### src/rtl/modem_demod.sv
// modem_demod: recovers one bit per symbol from 7-bit unsigned carrier samples.
// The bit comes from ASK energy, FSK midscale crossings or BPSK split-half correlation.
module modem_demod #(
    parameter int SPS     = 16,
    parameter int MID     = 64,
    parameter int ASK_THR = 256,
    parameter int FSK_THR = 3
) (
    input  logic       clk,
    input  logic       reset,
    input  logic [1:0] sel,
    input  logic [6:0] sample_in,
    input  logic       sample_valid,
    input  logic       sym_start,
    output logic       demod_out,
    output logic       bit_valid,
    output logic       busy
);
    localparam int IDX_W = $clog2(SPS);
    localparam int ASK_W = IDX_W + 7;
    localparam int COR_W = IDX_W + 8;
    localparam logic [1:0] SEL_ASK  = 2'b00;
    localparam logic [1:0] SEL_FSK  = 2'b01;
    localparam logic [1:0] SEL_IDLE = 2'b11;

    typedef enum logic {IDLE, ACCUM} state_t;

    state_t                  state_q, state_d;
    logic [1:0]              sel_q, sel_d;
    logic [IDX_W-1:0]        idx_q, idx_d;
    logic [ASK_W-1:0]        ask_q, ask_d;
    logic [3:0]              cnt_q, cnt_d;
    logic signed [COR_W-1:0] cor_q, cor_d;
    logic                    prev_sign_q, prev_sign_d;
    logic                    demod_out_q, demod_out_d;
    logic                    bit_valid_q, bit_valid_d;

    logic signed [7:0]       diff;
    logic                    sgn, abort, accept, first, last;
    logic [IDX_W-1:0]        idx_cur;
    logic [ASK_W-1:0]        ask_base, ask_new;
    logic [3:0]              cnt_base, cnt_new;
    logic signed [COR_W-1:0] cor_base, cor_new, diff_x;

    // |-64| = 64 still fits the unsigned 8-bit result
    function automatic logic [7:0] abs8(input logic signed [7:0] v);
        return v[7] ? -v : v;
    endfunction

    function automatic logic [3:0] sat_inc4(input logic [3:0] c);
        return (c == 4'hF) ? c : c + 4'd1;
    endfunction

    always_comb begin
        sel_d    = sel;
        diff     = $signed({1'b0, sample_in}) - signed'(8'(MID));
        sgn      = (int'(sample_in) >= MID);
        abort    = (sel != sel_q);
        accept   = sample_valid && !abort && (sel != SEL_IDLE);
        // a sym_start sample restarts the symbol from index 0
        first    = (state_q == IDLE) || sym_start;
        idx_cur  = first ? '0 : idx_q;
        ask_base = first ? '0 : ask_q;
        cnt_base = first ? '0 : cnt_q;
        cor_base = first ? '0 : cor_q;
        diff_x   = COR_W'(diff);
        ask_new  = ask_base + ASK_W'(abs8(diff));
        cnt_new  = (sgn != prev_sign_q) ? sat_inc4(cnt_base) : cnt_base;
        cor_new  = idx_cur[IDX_W-1] ? cor_base - diff_x : cor_base + diff_x;
        last     = (idx_cur == IDX_W'(SPS - 1));

        state_d     = state_q;
        idx_d       = idx_q;
        ask_d       = ask_q;
        cnt_d       = cnt_q;
        cor_d       = cor_q;
        prev_sign_d = prev_sign_q;
        demod_out_d = demod_out_q;
        bit_valid_d = 1'b0;

        if (abort || sel == SEL_IDLE) begin
            state_d = IDLE;
            idx_d   = '0;
            ask_d   = '0;
            cnt_d   = '0;
            cor_d   = '0;
        end else if (accept) begin
            prev_sign_d = sgn;
            if (last) begin
                state_d     = IDLE;
                idx_d       = '0;
                ask_d       = '0;
                cnt_d       = '0;
                cor_d       = '0;
                bit_valid_d = 1'b1;
                case (sel)
                    SEL_ASK: demod_out_d = (int'(ask_new) >= ASK_THR);
                    SEL_FSK: demod_out_d = (int'(cnt_new) >= FSK_THR);
                    default: demod_out_d = cor_new[COR_W-1];
                endcase
            end else begin
                state_d = ACCUM;
                idx_d   = idx_cur + 1'b1;
                ask_d   = ask_new;
                cnt_d   = cnt_new;
                cor_d   = cor_new;
            end
        end
    end

    always_ff @(posedge clk or posedge reset) begin
        if (reset) begin
            state_q     <= IDLE;
            sel_q       <= SEL_IDLE;
            idx_q       <= '0;
            ask_q       <= '0;
            cnt_q       <= '0;
            cor_q       <= '0;
            prev_sign_q <= 1'b0;
            demod_out_q <= 1'b0;
            bit_valid_q <= 1'b0;
        end else begin
            state_q     <= state_d;
            sel_q       <= sel_d;
            idx_q       <= idx_d;
            ask_q       <= ask_d;
            cnt_q       <= cnt_d;
            cor_q       <= cor_d;
            prev_sign_q <= prev_sign_d;
            demod_out_q <= demod_out_d;
            bit_valid_q <= bit_valid_d;
        end
    end

    assign demod_out = demod_out_q;
    assign bit_valid = bit_valid_q;
    assign busy      = (state_q == ACCUM);
endmodule

### config.mk
export PLATFORM = sky130hd
export DESIGN_NAME = modem_demod
export DESIGN_NICKNAME = d
export VERILOG_FILES = /design/src/rtl/modem_demod.sv
export SDC_FILE = /design/constraint.sdc
export NUM_CORES = 1
export LEC_CHECK = 0
export ABC_AREA = 1
export CAP_MARGIN = 40
export CORE_MARGIN = 1.5
export CORE_UTILIZATION = 61
export CTS_BUF_LIST = sky130_fd_sc_hd__clkbuf_16
export DETAILED_ROUTE_END_ITERATION = 12
export GPL_ROUTABILITY_DRIVEN = 0
export PLACE_DENSITY = 0.88
export SLEW_MARGIN = 15
export SYNTH_ARGS = -nofsm -noshare
export SYNTH_HDL_FRONTEND = slang
export SYNTH_SLANG_ARGS = --single-unit
### constraint.sdc
create_clock -name clk -period 2.7 [get_ports clk]
set_input_delay 0.675 -clock clk [delete_from_list [all_inputs] [get_ports clk]]
set_output_delay 0.675 -clock clk [all_outputs]
set_load 0.03 [all_outputs]
==> metrics.txt, run 1 <==
post-synth top area cell=dfrtp_1; number of library cell types mapped by synthesis=28; Inserted Clock Buffers=5; outcome=aborted with a tool error; Rows=25; Synth top area share=29.4%; largest net degree at the start of global routing=28; hpwl dp=6.08 mm; Die Height=72.8 microns; root cell of the clock tree=clkbuf_16; failing step=5_1_grt; Die Wd=72.8 microns; Crit. endpoint post-GRT repair=demod_out$_DFFE_PP0P_/D; num ports=16; port bufs=15; worst endpoint type=register data pin; CTS Buffer Depth=2; pre-CTS setup slack=-0.754 ns; tool error=[ERROR GRT-0232] Routing congestion too high. Check the congestion heatmap in the GUI.; Mapped Nets=476; GRT Total Usage=71.7%; synthesized cell area=0.00297 sq mm; Yosys warnings=0; Starting Density=63.0%; Seq/Total Area, Yosys=31.2%; clk sink count=37; total global routing overflow=2; #FFs+latches synth=37; Area contributors post-synth=dfrtp_1 29%, nand2_1 14%, ha_1 11%; Avg Synthesized Cell Area=6.82 sq um; H-tree depth=2; Mapped Cells=436
metrics by stage:
step                utilization [%]  hold WS, ns  setup TNS [ns]  area (sq um)  std cells
floorplan                         -        0.449         -0.0635          2990        436
detailed placement             78.8        0.484           -9.88          3720        579
global placement               78.8        0.465           -8.10          3720        579
CTS                            87.2        0.506        -0.00811          4120        595
cells in the mapped netlist:
cell and number:
nand2_1 111, inv_1 68, nor2_1 48, dfrtp_1 35, o21ai_0 35, nand3_1 28
ha_1 25, a21oi_1 17, o22ai_1 16, xnor2_1 8, inv_2 5, nand4_1 5
xor2_1 5, buf_2 4, nand2_2 4, clkbuf_1 3, a21boi_0 2, dfstp_2 2
fa_1 2, nand3b_1 2, nor2_4 2, nor3_1 2, o21bai_1 2, a211oi_1 1
a22o_1 1, a31o_2 1, buf_6 1, nor4_1 1
per-layer routing:
metal / overflow / GRT usage (%)
met4: 2 / 68.6
met5: 0 / 12.1
met1: 0 / 73.4
met3: 0 / 55.0
met2: 0 / 89.5
repair_timing:
item,in CTS
hold buffers,0
pin swaps,32
setup endpoints to repair,18
gates resized for setup,70
gates cloned,0
setup buffers,9
cells by family after synthesis:
kind of cell | synth area share, %
XOR/XNOR | 3.83
adder cells (fa/ha/maj) | 11.9
buffers and inverters | 10.6
AND/OR/NAND/NOR | 28.5
AO/OA/AOI/OAI | 14.0
flip-flops | 31.2
==> run 2, diff against run 1 <==
Settings changed: CORE_UTILIZATION 61 to 40, CTS_BUF_LIST sky130_fd_sc_hd__clkbuf_16 to default, PLACE_DENSITY 0.88 to default, PLACE_DENSITY_LB_ADDON from default to 0.15.
==> run 2 against run 1 <==
Compared with the run above:
- the run now ends clean
- synthesized cell count unchanged
- synthesized area unchanged
==> metrics.txt, run 2 <==
outcome=completed; max reg flops=12; Avg Synthesized Cell Area=6.82 sq um (unchanged); fmax=379 MHz; Die Height=89.2 microns (+23%); number of library cell types mapped by synthesis=28 (unchanged); Area contributors post-synth=dfrtp_1 29%, nand2_1 14%, ha_1 11%; H-tree depth=2 (unchanged); worst relative slew slack=69.0%; DR iter-0 viols=125; GRT Total Usage=21.9%; Mapped Cells=436 (unchanged); Die Wd=89.2 microns (+23%); predominant post-synthesis flop cell=dfrtp_1; Hold Vio Cnt, Final=0; Max IR drop VDD=0.154 mV; Worst setup SP type=input pin; Synth top area share=29.4% (unchanged); fin util=60.4%; post-route antenna net violation count=0; critical path arrival=2.86 ns; via count=3113; Layout Nets=581; Rows=31 (+24%); Synth Area in Adders=11.9% (unchanged); CORE AREA=0.00721 sq mm; RSZ-0062 raised after global routing=yes; RR Endpoint=cor_q[10]; mux cell area share after synthesis=0% (unchanged); complex-gate fraction of the synthesized area=14.0% (unchanged); simple logic cell fraction of the synthesized area=28.5% (unchanged); most common cell in the netlist=nand2_1; clk sink count=37 (unchanged); largest fanout on the critical path=4; Final min period=2.64 ns; #FFs+latches synth=37 (unchanged); Worst Hold Path Cells=2; largest family of logic cells by synthesized area=simple AND/OR/NAND/NOR gates; Starting Density=41.2% (-22 points); initial antenna violation count=0; total global routing overflow=0; Tot Pwr=1360 uW; Max Cap Viol=0; Synth top cells by count=111 x nand2_1, 68 x inv_1, 48 x nor2_1; pwr dens=312 mW/mm^2; Yosys warnings=0 (unchanged); Fillers=649; worst skew pair latency=0.30 ns; Residual DRC=0; share of post-route cells with drive strength above 1=32.8%; aggregate routed wire length=8.30 mm; commonest non-fill, non-tap cell in the layout=nand2_1; drt pass-1 iters=4; hold_ws=0.491 ns; port bufs=15 (unchanged); FFs w/ async S/R, synth=100% (unchanged); Worst Skew=0.00896 ns; CTS Hold Bufs=0 (unchanged); most frequent cells in the layout=97 x nand2_1, 84 x buf_4, 61 x inv_1, 40 x nor2_1, 35 x dfrtp_1; Slew @ Worst Pin=0.460 ns; per-cell routed wire length=12.9 microns; CTS Buffer Depth=2 (unchanged); endpoint class of the critical path=register; Synth Area in XOR/XNOR=3.83% (unchanged); Largest regs=cor_q x12, ask_q x11; hold_sp=cor_q[9]; # diodes=0; Reg2Reg Setup Slack=0.43 ns; clk slew on worst S/H paths=0.08 ns; reg-to-reg startpoint=busy; Area Growth Syn to Fin=46.5%; worst setup path class=input pin to register; number of synthesized flops with an enable pin=0 (unchanged); hpwl dp=5.92 mm (-2.6%); WP data required=2.92 ns; Endpoint, Worst Hold=cor_q[9]; final setup fails=0; num ports=16 (unchanged); post-synth top area cell=dfrtp_1; Vias per Instance=4.86; Seq/Total Area, Yosys=31.2% (unchanged); vias in the first global route=2956; synthesized cell area=0.00297 sq mm (unchanged); Slew Limit Fails=0; crit share post-route=97.6%; largest net degree at the start of global routing=29; Inserted Clock Buffers=5 (unchanged); Lkg Pwr=0.00215 uW; Mapped Nets=476 (unchanged); top register by number of flip-flops=cor_q; die footprint=0.00796 sq mm; CTS tree=yes; first-pass GRT wire length=13.4 mm; path depth of the worst reg2reg path=16; root cell of the clock tree=clkbuf_8; worst min path class=register to register
[run 2: kinds of logic (layout without fill, tap and decap cells)]
logic type / Yosys count / in the layout
XOR/XNOR: 13 / 13
AO/OA/AOI/OAI: 75 / 75
buffers and inverters: 81 / 187
adder cells (fa/ha/maj): 27 / 27
AND/OR/NAND/NOR: 203 / 203
flip-flops: 37 / 37
[run 2: repair_timing]
item                                    CTS  global route
pin swaps                                19            31
resized for setup                        40            62
cloned                                    0             0
setup buffers                             6             3
endpoints found under the setup margin   14            13
hold endpoints to repair                  0             0
[run 2: through the flow]
step / setup WS [ns] / TNS, ns / std cells / cell area [sq um]
6_report: 0.0649 / 0 / 641 / 4360
5_1_grt: -0.0752 / -0.177 / 641 / 4360
4_1_cts: -0.0485 / -0.0943 / 638 / 4130
3_5_place_dp: -0.741 / -8.88 / 624 / 3890
3_3_place_gp: -0.718 / -7.95 / 624 / 3890
2_1_floorplan: -0.0635 / -0.0635 / 436 / 2990
[run 2: where the power goes]
group | internal, uW | switching, uW
clock | 207 | 221
sequential | 572 | 7.38
combinational | 168 | 186
total | 947 | 414
[run 2: final cells by class]
| class | instances | area [sq um] | area share (%) |
|---|---|---|---|
| Tap cell | 99 | 124 | 2.84 |
| Multi-Input combinational cell | 318 | 2030 | 46.7 |
| Timing Repair Buffer | 106 | 893 | 20.5 |
| Clock inverter | 2 | 13.8 | 0.316 |
| Inverter | 73 | 282 | 6.46 |
| Sequential cell | 37 | 928 | 21.3 |
| Clock buffer | 6 | 82.6 | 1.89 |
[run 2: worst max-delay path by stage]
stage,start,to,cells past startpoint
6_report,sample_in[4],cor_q[10],14
5_1_grt,sample_in[1],demod_out,22
4_1_cts,sym_start,cor_q[10],14
3_5_place_dp,sample_in[0],demod_out,21
3_3_place_gp,sample_in[0],demod_out,21
2_1_floorplan,sample_in[1],demod_out,19
[run 2: worst max-delay path: stages]
cell and delay (ns):
dlygate4sd2_1 0.26, nor3_2 0.15, buf_4 0.15, xor2_2 0.17
nand2_1 0.08, o21ai_1 0.16, ha_2 0.37, a21oi_2 0.17
inv_1 0.06, o21ai_1 0.20, nand3_2 0.12, a21oi_2 0.14
o21ai_1 0.07, o21ai_0 0.07
[run 2: layer usage]
metal / vias to the layer above / part of all wire [%] / GRT usage, %
met4: 0 / 1.9 / 6.71
met2: 37 / 50 / 37.7
met1: 1451 / 45 / 27.8
met3: 11 / 2.7 / 3.97
li1: 1614 / - / -
met5: - / 0 / 0
(Power assumes the default switching activity.)
==> run 3, diff against run 2 <==
==> constraint.sdc (replaced) <==
create_clock -name clk -period 3.17 [get_ports clk]
set_input_delay 0.634 -clock clk [delete_from_list [all_inputs] [get_ports clk]]
set_output_delay 0.634 -clock clk [all_outputs]
set_load 0.03 [all_outputs]
==> run 3 against run 2 <==
Compared with the run above:
- die area stayed put
- register-to-register slack gained 0.26 ns
- flip-flop and latch count stayed put
- cell count down 4.2%
- hold slack improved by 0.00076 ns
- non-clock buffer count fell by 27
- clock power is 15% lower
- global-route usage is 0.89 points lower
- sequential share of layout area up 2.8 points
- sequential power down 15%
- total power is 19% lower
- clock skew hardly changed
==> metrics.txt, run 3 (synthesized netlist as in run 2, its figures left out) <==
per-cell routed wire length=12.2 microns (-5.8%); critical path arrival=3.24 ns (+0.38 ns); Area Growth Syn to Fin=29.7%; outcome=completed; Rows=31 (unchanged); CORE AREA=0.00721 sq mm (unchanged); vias in the first global route=2847 (-3.7%); CTS Hold Bufs=0 (unchanged); Lkg Pwr=0.00193 uW (-10%); share of post-route cells with drive strength above 1=20.0% (-13 points); GRT Total Usage=21.0% (-0.89 points); root cell of the clock tree=clkbuf_8; clk slew on worst S/H paths=0.08 ns (about the same); endpoint class of the critical path=register; Slew @ Worst Pin=0.519 ns (+0.0589 ns); worst setup path start=sample_in[1]; Residual DRC=0 (unchanged); Inserted Clock Buffers=5 (unchanged); WP data required=3.36 ns (+0.44 ns); path depth of the worst reg2reg path=18 (+2); Die Height=89.2 microns (unchanged); reg-to-reg startpoint=busy; final setup fails=0 (unchanged); Die Wd=89.2 microns (unchanged); clk sink count=37 (unchanged); hold_ws=0.491 ns (+0.000764 ns); largest fanout on the critical path=4 (unchanged); drt pass-1 iters=4 (unchanged); Final WS setup=0.119 ns (+0.0544 ns); RSZ-0062 raised after global routing=yes; Final min period=3.05 ns; top register by number of flip-flops=cor_q; Layout Nets=554 (-4.6%); Largest regs=cor_q x12, ask_q x11; commonest non-fill, non-tap cell in the layout=nand2_1; worst min path class=register to register; fmax=328 MHz; Hold Vio Cnt, Final=0 (unchanged); worst relative slew slack=65.4% (-3.7 points); pre-CTS setup slack=-0.300 ns (+0.441 ns); total global routing overflow=0 (unchanged); post-route antenna net violation count=0 (unchanged); CTS tree=yes; RR Endpoint=demod_out; DR iter-0 viols=97 (-22%); Max Cap Viol=0 (unchanged); largest net degree at the start of global routing=28 (-3.4%); Fillers=762 (+17%); max reg flops=12 (unchanged); most frequent cells in the layout=108 x nand2_1, 64 x inv_1, 64 x buf_4, 46 x nor2_1, 35 x dfrtp_1; Starting Density=41.2% (unchanged); Worst Skew=0.00868 ns (-0.000277 ns); # diodes=0 (unchanged); Worst setup SP type=input pin; aggregate routed wire length=7.49 mm (-9.7%); Reg2Reg Setup Slack=0.69 ns (+0.26 ns); critical path endpoint=cor_q[9]; worst setup path class=input pin to register; initial antenna violation count=0 (unchanged); Vias per Instance=4.84 (-0.43%); first-pass GRT wire length=12.9 mm (-3.6%); num ports=16 (unchanged); die footprint=0.00796 sq mm (unchanged); via count=2969 (-4.6%); Slew Limit Fails=0 (unchanged); hpwl dp=5.74 mm (-3.1%); H-tree depth=2 (unchanged); crit share post-route=96.2%; Max IR drop VDD=0.132 mV (-14%); CTS Buffer Depth=2 (unchanged); worst skew pair latency=0.30 ns (about the same); pwr dens=286 mW/mm^2 (-8.6%); port bufs=15 (unchanged)
run 3: worst min-delay path by stage:
stage | startpoint | end | slack (ns) | depth (start not counted)
3_3_place_gp | cor_q[9] | cor_q[9] | 0.47 | 2
3_5_place_dp | cor_q[0] | cor_q[0] | 0.47 | 2
5_1_grt | cor_q[0] | cor_q[0] | 0.55 | 2
6_report | cor_q[9] | cor_q[9] | 0.49 | 2
2_1_floorplan | cor_q[9] | cor_q[9] | 0.45 | 2
4_1_cts | cor_q[0] | cor_q[0] | 0.50 | 2
run 3: layout make-up:
cell class,count,area [sq um],area share [%]
Timing Repair Buffer,79,633,16.4
Clock inverter,2,13.8,0.357
Inverter,73,274,7.11
Clock buffer,6,82.6,2.14
Tap cell,99,124,3.21
Multi-Input combinational cell,318,1800,46.7
Sequential cell,37,928,24.1
run 3: timing repair:
action,CTS,global route
pin swaps,0,11
endpoints found under the setup margin,1,11
gates resized for setup,1,23
buffers inserted,0,2
run 3: metal layers:
metal | GRT usage (%) | wire, microns
met3 | 2.77 | 152
met2 | 36.1 | 3630
met1 | 27.2 | 3550
met4 | 6.71 | 153
met5 | 0 | 0
run 3: worst max-delay path, stage by stage:
cell and delay, ns:
clkdlybuf4s50_1 0.42, inv_2 0.09, ha_4 0.13, nand2_1 0.05, nor2_1 0.08, inv_1 0.07
nor2_2 0.14, inv_2 0.05, nor2_1 0.09, ha_1 0.23, nand2_1 0.06, nand2_1 0.08
ha_4 0.30, nand2_1 0.08, o21ai_0 0.31, nand3_1 0.17, nand2_1 0.09, nand2_1 0.05
nand3_1 0.07, nand2_1 0.05
run 3: where the power goes:
part	leakage [uW]	switching, uW	internal [uW]
clock	0.0000512	186	177
combinational	0.00137	135	110
sequential	0.000504	6.91	487
total	0.00193	328	773
run 3: per-stage QoR:
stage / area (sq um) / TNS [ns] / power, uW / util, % / cells
2_1_floorplan: 2970 / 0 / 636 / - / 436
3_5_place_dp: 3670 / -1.66 / 741 / 50.9 / 604
4_1_cts: 3770 / 0 / 1110 / 52.2 / 612
3_3_place_gp: 3670 / -1.28 / 737 / 50.9 / 604
6_report: 3860 / 0 / 1100 / 53.5 / 614
5_1_grt: 3860 / -0.390 / 1170 / 53.5 / 614
==> run 4, diff against run 3 <==
Settings changed: ABC_AREA 1 to default.
Clock period 3.17 ns to 2.53 ns, I/O delays scaled along.
==> run 4 against run 3 <==
Compared with the run above:
- the flow now finishes with violations (negative setup slack)
- die area down 1.6%
- count of clock-buffer cells in the layout rose by 1
- hold slack worse by 0.013 ns
- sequential share of layout area decreased by 3.9 points
- flip-flop and latch count unchanged
- critical endpoint is now demod_out
- largest cell class unchanged
==> metrics.txt, run 4 <==
outcome=finished with violations; failing checks=negative setup slack; Hold Vio Cnt, Final=0 (unchanged); pwr dens=338 mW/mm^2 (+18%); Largest regs=cor_q x12, ask_q x11; WP data required=2.74 ns (-0.62 ns); number of library cell types mapped by synthesis=49 (+75%); fmax=332 MHz; Synth top area share=30.0% (+0.50 points); final setup fails=9 (+9); Rows=30 (-3.2%); clk sink count=37 (unchanged); GRT Total Usage=23.3% (+2.4 points); Layout Nets=515 (-7.0%); Final WS setup=-0.482 ns (-0.601 ns); FFs w/ async S/R, synth=100% (unchanged); Vias per Instance=5.34 (+10%); drt pass-1 iters=4 (unchanged); initial antenna violation count=0 (unchanged); total global routing overflow=0 (unchanged); RSZ-0062 raised after global routing=yes; most common cell in the netlist=nand2_1; Worst Skew=0.00833 ns (-0.000352 ns); commonest non-fill, non-tap cell in the layout=buf_4; worst skew pair latency=0.29 ns (about the same); synthesized cell area=0.00292 sq mm (-1.7%); aggregate routed wire length=8.78 mm (+17%); post-synth top area cell=dfrtp_1; Avg Synthesized Cell Area=8.31 sq um (+22%); # diodes=0 (unchanged); hpwl dp=5.83 mm (+1.6%); DR iter-0 viols=158 (+63%); via count=3052 (+2.8%); Max Cap Viol=0 (unchanged); Residual DRC=0 (unchanged); first-pass GRT wire length=14.1 mm (+9.3%); most frequent cells in the layout=98 x buf_4, 40 x nand2_1, 33 x dfrtp_1, 19 x o21ai_0, 18 x nor2_1; top register by number of flip-flops=cor_q; Final TNS setup=-1.99 ns (-1.99 ns); Area contributors post-synth=dfrtp_1 30%, ha_1 11%, nand2_1 6.0%; Final min period=3.01 ns; worst relative slew slack=65.6% (+0.18 points); die footprint=0.00783 sq mm (-1.6%); Lkg Pwr=0.00217 uW (+13%); Max IR drop VDD=0.265 mV (+100%); Die Wd=88.5 microns (-0.81%); Slew Limit Fails=0 (unchanged); critical path arrival=3.23 ns (about the same); max reg flops=12 (unchanged); predominant post-synthesis flop cell=dfrtp_1; share of post-route cells with drive strength above 1=42.2% (+22 points); #FFs+latches synth=37 (unchanged); num ports=16 (unchanged); worst min path class=register to register; Mapped Cells=352 (-19%); Inserted Clock Buffers=5 (unchanged); largest fanout on the critical path=3 (-1); H-tree depth=2 (unchanged); met1 track demand over resource=29.3% (+2.0 points); post-route antenna net violation count=0 (unchanged); port bufs=15 (unchanged); crit share post-route=119%; root cell of the clock tree=clkbuf_8; worst setup path class=input pin to register; Starting Density=42.1% (+0.88 points); Worst setup SP type=input pin; CORE AREA=0.00694 sq mm (-3.7%); vias in the first global route=3024 (+6.2%); clk slew on worst S/H paths=0.08 ns (about the same); Seq/Total Area, Yosys=31.8% (+0.53 points); per-cell routed wire length=15.3 microns (+26%); Die Height=88.5 microns (-0.81%); Mapped Nets=392 (-18%); Slew @ Worst Pin=0.517 ns (-0.00190 ns); Area Growth Syn to Fin=58.0%; largest net degree at the start of global routing=38 (+36%); CTS Buffer Depth=2 (unchanged); Synth top cells by count=47 x nand2_1, 35 x dfrtp_1, 32 x o21ai_0; Yosys warnings=0 (unchanged); met3 Resource Use GR=3.45% (+0.68 points); endpoint class of the critical path=register; CTS tree=yes; Post-Place Cell Area=0.00394 sq mm (+7.3%); most crowded layer after global routing=met2; hold_ws=0.479 ns (-0.0129 ns); number of synthesized flops with an enable pin=0 (unchanged); Final Instance Area=0.00462 sq mm (+20%); M2 GR Usage=41.4% (+5.3 points)
run 4: cell types whose count changed after synthesis, moves of 7 or more:
cell / delta
a21o_1: +7
inv_1: -51
a21oi_1: +7
nand2_1: -64
nand3_1: -19
nor2_1: -22
and2_1: +20
xor2_1: +10
clkbuf_1: +7
o22ai_1: -15
run 4: layer usage:
| layer | routed length (microns) | up-vias |
|---|---|---|
| li1 | - | 1497 |
| met1 | 3890 | 1494 |
| met2 | 4510 | 44 |
| met3 | 188 | 17 |
| met4 | 182 | 0 |
| met5 | 0 | - |
run 4: critical path, stage by stage:
cell     delay (ns)
buf_6          0.09
or4_4          0.55
or3_4          0.37
buf_4          0.15
buf_6          0.10
buf_6          0.10
and3_4         0.17
nor2_4         0.10
ha_4           0.21
o21a_1         0.17
nor2_2         0.09
a21oi_2        0.05
or3_1          0.37
a41oi_2        0.19
run 4: area by class of cell:
type	count	area, sq um
clock buffer	7	86.3
clock inverter	1	30.0
fill	571	2320
inverter	17	63.8
multi-input combinational	286	2320
sequential	37	931
tap	96	120
timing repair buffer	128	1070
run 4: worst paths after layout:
kind | from | slack (ns) | endpoint | cells after the start
max in group asynchronous | reset | 1.51 | idx_q[3] | 3
setup reg to reg | busy | -0.35 | demod_out | 14
setup / recovery | sample_in[3] | -0.48 | demod_out | 14
hold / removal | cor_q[2] | 0.48 | cor_q[2] | 2
min in group asynchronous | reset | 0.64 | cor_q[8] | 3
hold reg to reg | cor_q[2] | 0.48 | cor_q[2] | 2
run 4: kinds of logic (layout without fill, tap and decap cells):
logic type	Yosys count	after routing	synth area share, %
flops	37	37	31.8
mux	2	2	0.685
xor+xnor	24	24	7.19
buf+inv	29	153	3.72
compound gates	104	104	23.3
simple gates	129	129	21.3
fa+ha+maj	27	27	12.1
run 4: report_power, final:
part           internal, uW  total [uW]  switching [uW]  leakage, uW
clock network           322         545             223    0.0000585
logic                   204         394             190      0.00161
registers               611         622            11.2     0.000501
run 4: stage by stage:
stage / util, % / setup slack (ns) / std cells / total power (uW)
2_1_floorplan: - / -0.636 / 352 / 804
3_3_place_gp: 56.7 / -1.17 / 541 / 966
3_5_place_dp: 56.7 / -1.18 / 541 / 973
4_1_cts: 63.5 / -0.527 / 566 / 1550
5_1_grt: 66.5 / -0.565 / 572 / 1640
6_report: 66.5 / -0.482 / 572 / 1560
run 4: what timing repair did:
item / 4_1_cts / 5_1_grt
pin swaps: 49 / 39
buffers inserted: 20 / 9
endpoints found under the setup margin: 19 / 20
hold buffers: 0 / 0
gates resized for setup: 82 / 34
==> edit 1: new RTL, config.mk and constraints of run 3 <==
Remove the register `bit_valid_q`: a continuous assignment takes its place, so the output `bit_valid` follows one clock earlier.
--- a/src/rtl/modem_demod.sv
+++ b/src/rtl/modem_demod.sv
@@ -118,7 +118,6 @@
             cor_q       <= '0;
             prev_sign_q <= 1'b0;
             demod_out_q <= 1'b0;
-            bit_valid_q <= 1'b0;
         end else begin
             state_q     <= state_d;
             sel_q       <= sel_d;
@@ -128,9 +127,10 @@
             cor_q       <= cor_d;
             prev_sign_q <= prev_sign_d;
             demod_out_q <= demod_out_d;
-            bit_valid_q <= bit_valid_d;
         end
     end
+
+    assign bit_valid_q = bit_valid_d;
 
     assign demod_out = demod_out_q;
     assign bit_valid = bit_valid_q;
Behaviour: same outputs for any inputs over 10 cycles, from zero or initial values and one cycle with reset high; that may be too few to reach the edited logic, so the function may still have changed.
==> edit 1 against run 3 <==
- fmax rose by 1.2%
- area after synthesis rose by 0.17%
- setup slack improved by 37 ps
- sequential cell count fell by 1
- via count rose by 2.8%
- sequential share of layout area fell by 1.3 points
- cell area rose by 2.7%
- largest power group unchanged
- routed wire length rose by 5.4%
- critical path depth fell by 1
- global-route usage rose by 0.62 points
- power fell by 0.47%
- critical endpoint is now demod_out$_DFFE_PP0P_
- register-to-register slack got worse by 80 ps
- cell count rose by 1.3%
- critical path type unchanged
- clock skew fell by 2.4 ps
==> edit 1: results (changes against run 3) <==
metric	value	unit	change
status	finished, final reports clean		unchanged
grtUsageMet3	2.86	%	was 2.77%
grt_pass1_wl	13200	um	was 12900 um
fin_skew	6.26	ps	was 8.68 ps
syn_area_per_cell	6.74	sq um	was 6.82 sq um
viasPerCell	4.91		was 4.84
drive_above_1_share	23.1	%	was 20.0%
num_vias	3052		was 2969
cellLeakagePower	2.01	nW	was 1.93 nW
dpl_cell_area	3680	sq um	was 3670 sq um
synthXorXnorAreaFrac	3.53	%	was 3.83%
crit_start	sample_in[2]		was sample_in[1]
grt_pass1_vias	2899		was 2847
r2r_setup_slack	610	ps	was 690 ps
routed-wl-met3	200	um	was 152 um
cp_slowest_stage_delay	470	ps	was 420 ps
maxSlewHeadroom	65.5	%	was 65.4%
synth_fp_nets	482		was 476
grt_max_degree	37		was 28
synthTopCellsByCount	115 x nand2_1, 73 x inv_1, 46 x nor2_1, 34 x dfrtp_1, 33 x o21ai_0		was 111 x nand2_1, 68 x inv_1, 48 x nor2_1, 35 x dfrtp_1, 35 x o21ai_0
synth_compound_area_share	14.2	%	was 14.0%
critPathMaxFanout	3		was 4
ys_seq_area_share	30.3	%	was 31.2%
gr-usage-met1	27.8	%	was 27.2%
synth_fa_ha_area_share	11.8	%	was 11.9%
hpwl	5930	um	was 5740 um
synth.area.top_cells	dfrtp_1 29%, nand2_1 14%, ha_1 10%, inv_1 9.2%, nor2_1 5.8%		was dfrtp_1 29%, nand2_1 14%, ha_1 11%, inv_1 8.6%, nor2_1 6.1%
## edit 1: cell type report
| cell class | count | share of cell area [%] |
|---|---|---|
| flip-flops and latches | 36 | 22.8 |
| clock inverters | 1 | 0.190 |
| multi-input cells | 321 | 48.0 |
| inverters | 77 | 7.30 |
| well taps | 99 | 3.13 |
| repair buffers | 81 | 16.4 |
| clock buffers | 7 | 2.18 |
## edit 1: how the worst min path moves through the flow
stage | from | slack, ps | depth (start not counted) | endpoint
floorplan | cor_q[9]$_DFFE_PP0P_ | 450 | 2 | cor_q[9]$_DFFE_PP0P_
finish | cor_q[11]$_DFFE_PP0P_ | 490 | 2 | cor_q[11]$_DFFE_PP0P_
global placement | cor_q[11]$_DFFE_PP0P_ | 470 | 2 | cor_q[11]$_DFFE_PP0P_
detailed placement | cor_q[11]$_DFFE_PP0P_ | 470 | 2 | cor_q[11]$_DFFE_PP0P_
CTS | cor_q[11]$_DFFE_PP0P_ | 490 | 2 | cor_q[11]$_DFFE_PP0P_
global route | ask_q[9]$_DFFE_PP0P_ | 530 | 2 | ask_q[9]$_DFFE_PP0P_
## edit 1: power by group
part | total, mW | internal, mW | switching, mW
clock network | 0.359 | 0.177 | 0.182
logic | 0.255 | 0.110 | 0.145
registers | 0.482 | 0.475 | 0.00678
## edit 1: cells by family after synthesis
| group | count (synthesis) |
|---|---|
| AOI/OAI and AO/OA | 76 |
| xor gates and xnor gates | 12 |
| DFF | 36 |
| and+or+nand+nor | 206 |
| buffers and inverters | 85 |
| adders and majority gates | 27 |
## edit 1: repair_timing
item,4_1_cts,5_1_grt
pin swaps,0,18
buffers inserted,0,3
endpoints found under the setup margin,1,9
gates resized for setup,1,41
==> edit 2: new RTL, config.mk and constraints of run 3 <==
Without the edit above. Set the parameter `SPS` to 8 (it was 16).
--- a/src/rtl/modem_demod.sv
+++ b/src/rtl/modem_demod.sv
@@ -1,7 +1,7 @@
 // modem_demod: recovers one bit per symbol from 7-bit unsigned carrier samples.
 // The bit comes from ASK energy, FSK midscale crossings or BPSK split-half correlation.
 module modem_demod #(
-    parameter int SPS     = 16,
+    parameter int SPS     = 8,
     parameter int MID     = 64,
     parameter int ASK_THR = 256,
     parameter int FSK_THR = 3
Function: changed (Yosys sat finds a counterexample within 10 cycles, from zero or initial values and one cycle with reset high).
==> edit 2 against run 3 <==
- fmax up 6.9%
- global-route usage down 0.40 points
- routed wire length is 7.2% lower
- power up 8.0%
- cell area is 6.7% lower
- synthesized cell count down 3.7%
- area after synthesis fell by 5.4%
- sequential cell count decreased by 3
- setup slack better by 200 ps
- clock skew grew 3.2 ps
==> edit 2: results (changes against run 3) <==
metric	value	unit	change
status	finished, final reports clean		unchanged
cellLeakagePower	1.84	nW	was 1.93 nW
fin_nets	523		was 554
hpwl	5320	um	was 5740 um
grt_pass1_wl	12200	um	was 12900 um
routed-wl-met3	218	um	was 152 um
synth_compound_area_share	14.5	%	was 14.0%
drive_above_1_share	15.7	%	was 20.0%
largest_registers	cor_q: 11 flops, ask_q: 10 flops, cnt_q: 4 flops		was cor_q: 12 flops, ask_q: 11 flops
synth_fp_nets	460		was 476
detail_route.iter0.violations	83		was 97
cpMaxStageDelayCell	ha_1		was clkdlybuf4s50_1
wl_met2	3400	um	was 3630 um
place_inst	572		was 604
viasPerCell	4.76		was 4.84
wire_per_inst	12.0	um	was 12.2 um
grt_max_degree	35		was 28
multi_input_cells	300		was 318
seq_cell_count	34		was 37
yosys_warnings	0		unchanged
peakVddDrop	0.000164	V	was 0.000132 V
synthXorXnorAreaFrac	3.11	%	was 3.83%
seq_area_share	23.7	%	was 24.1%
num_vias	2761		was 2969
htree_levels	2		unchanged
p_clk	0.509	mW	was 0.362 mW
clkbuf_count	6		unchanged
dr.max_layer_used	met4		unchanged
port_buffers	15		unchanged
maxSlewHeadroom	65.2	%	was 65.4%
postCtsSetupRepairBufs	0		unchanged
cp.arrival	3040	ps	was 3240 ps
netlist-cell-type-count	30		was 28
fin_skew	11.9	ps	was 8.68 ps
async_flop_share	100	%	unchanged
total_power	1.19	mW	was 1.10 mW
num-nonclk-inverters	80		was 73
synth.area.top_cells	dfrtp_1 28%, nand2_1 14%, ha_1 11%, inv_1 10%, o21ai_0 6.4%		was dfrtp_1 29%, nand2_1 14%, ha_1 11%, inv_1 8.6%, nor2_1 6.1%
ys_seq_area_share	30.3	%	was 31.2%
critPathMaxFanout	3		was 4
bufAreaShareNonClock	14.3	%	was 16.4%
signal_buffers	62		was 79
wl_met1	3190	um	was 3550 um
synthTopCellsByCount	105 x nand2_1, 77 x inv_1, 46 x nor2_1, 36 x o21ai_0, 32 x dfrtp_1		was 111 x nand2_1, 68 x inv_1, 48 x nor2_1, 35 x dfrtp_1, 35 x o21ai_0
multi_input_area_share	46.3	%	was 46.7%
internal-power	0.881	mW	was 0.773 mW
ctsResizeCount	4		was 1
cp_slowest_stage_delay	350	ps	was 420 ps
fillers	668		was 762
insertion_delay	300	ps	about the same
gr-usage-met1	25.5	%	was 27.2%
gr-usage-met2	35.9	%	was 36.1%
grtUsageMet3	3.32	%	was 2.77%
syn_area_per_cell	6.70	sq um	was 6.82 sq um
p_seq	0.454	mW	was 0.494 mW
clock_area_share	3.97	%	was 2.50%
synth_fa_ha_area_share	12.5	%	was 11.9%
globalRouteTotalUtil	20.6	%	was 21.0%
## edit 2: metrics by stage
stage	cell area [sq um]	utilization [%]	setup WS [ps]	setup TNS [ps]
2_1_floorplan	2810	-	250	0
3_3_place_gp	3400	50.1	-308	-1740
3_5_place_dp	3400	50.1	-360	-2350
4_1_cts	3560	52.4	0.222	0
5_1_grt	3600	52.9	29.3	0
6_report	3600	52.9	317	0
## edit 2: worst paths after layout
kind	from	to	slack [ps]	cells past startpoint
worst min register to register	cor_q[0]$_DFFE_PP0P_	cor_q[0]$_DFFE_PP0P_	500	2
max in group asynchronous	reset	sel_q[1]$_DFF_PP1_	2080	3
worst min-delay path	cor_q[0]$_DFFE_PP0P_	cor_q[0]$_DFFE_PP0P_	500	2
min in group asynchronous	reset	ask_q[7]$_DFFE_PP0P_	730	3
worst max register to register	busy$_DFFE_PP0P_	demod_out$_DFFE_PP0P_	790	15
worst max-delay path	sample_in[0]	demod_out$_DFFE_PP0P_	320	20
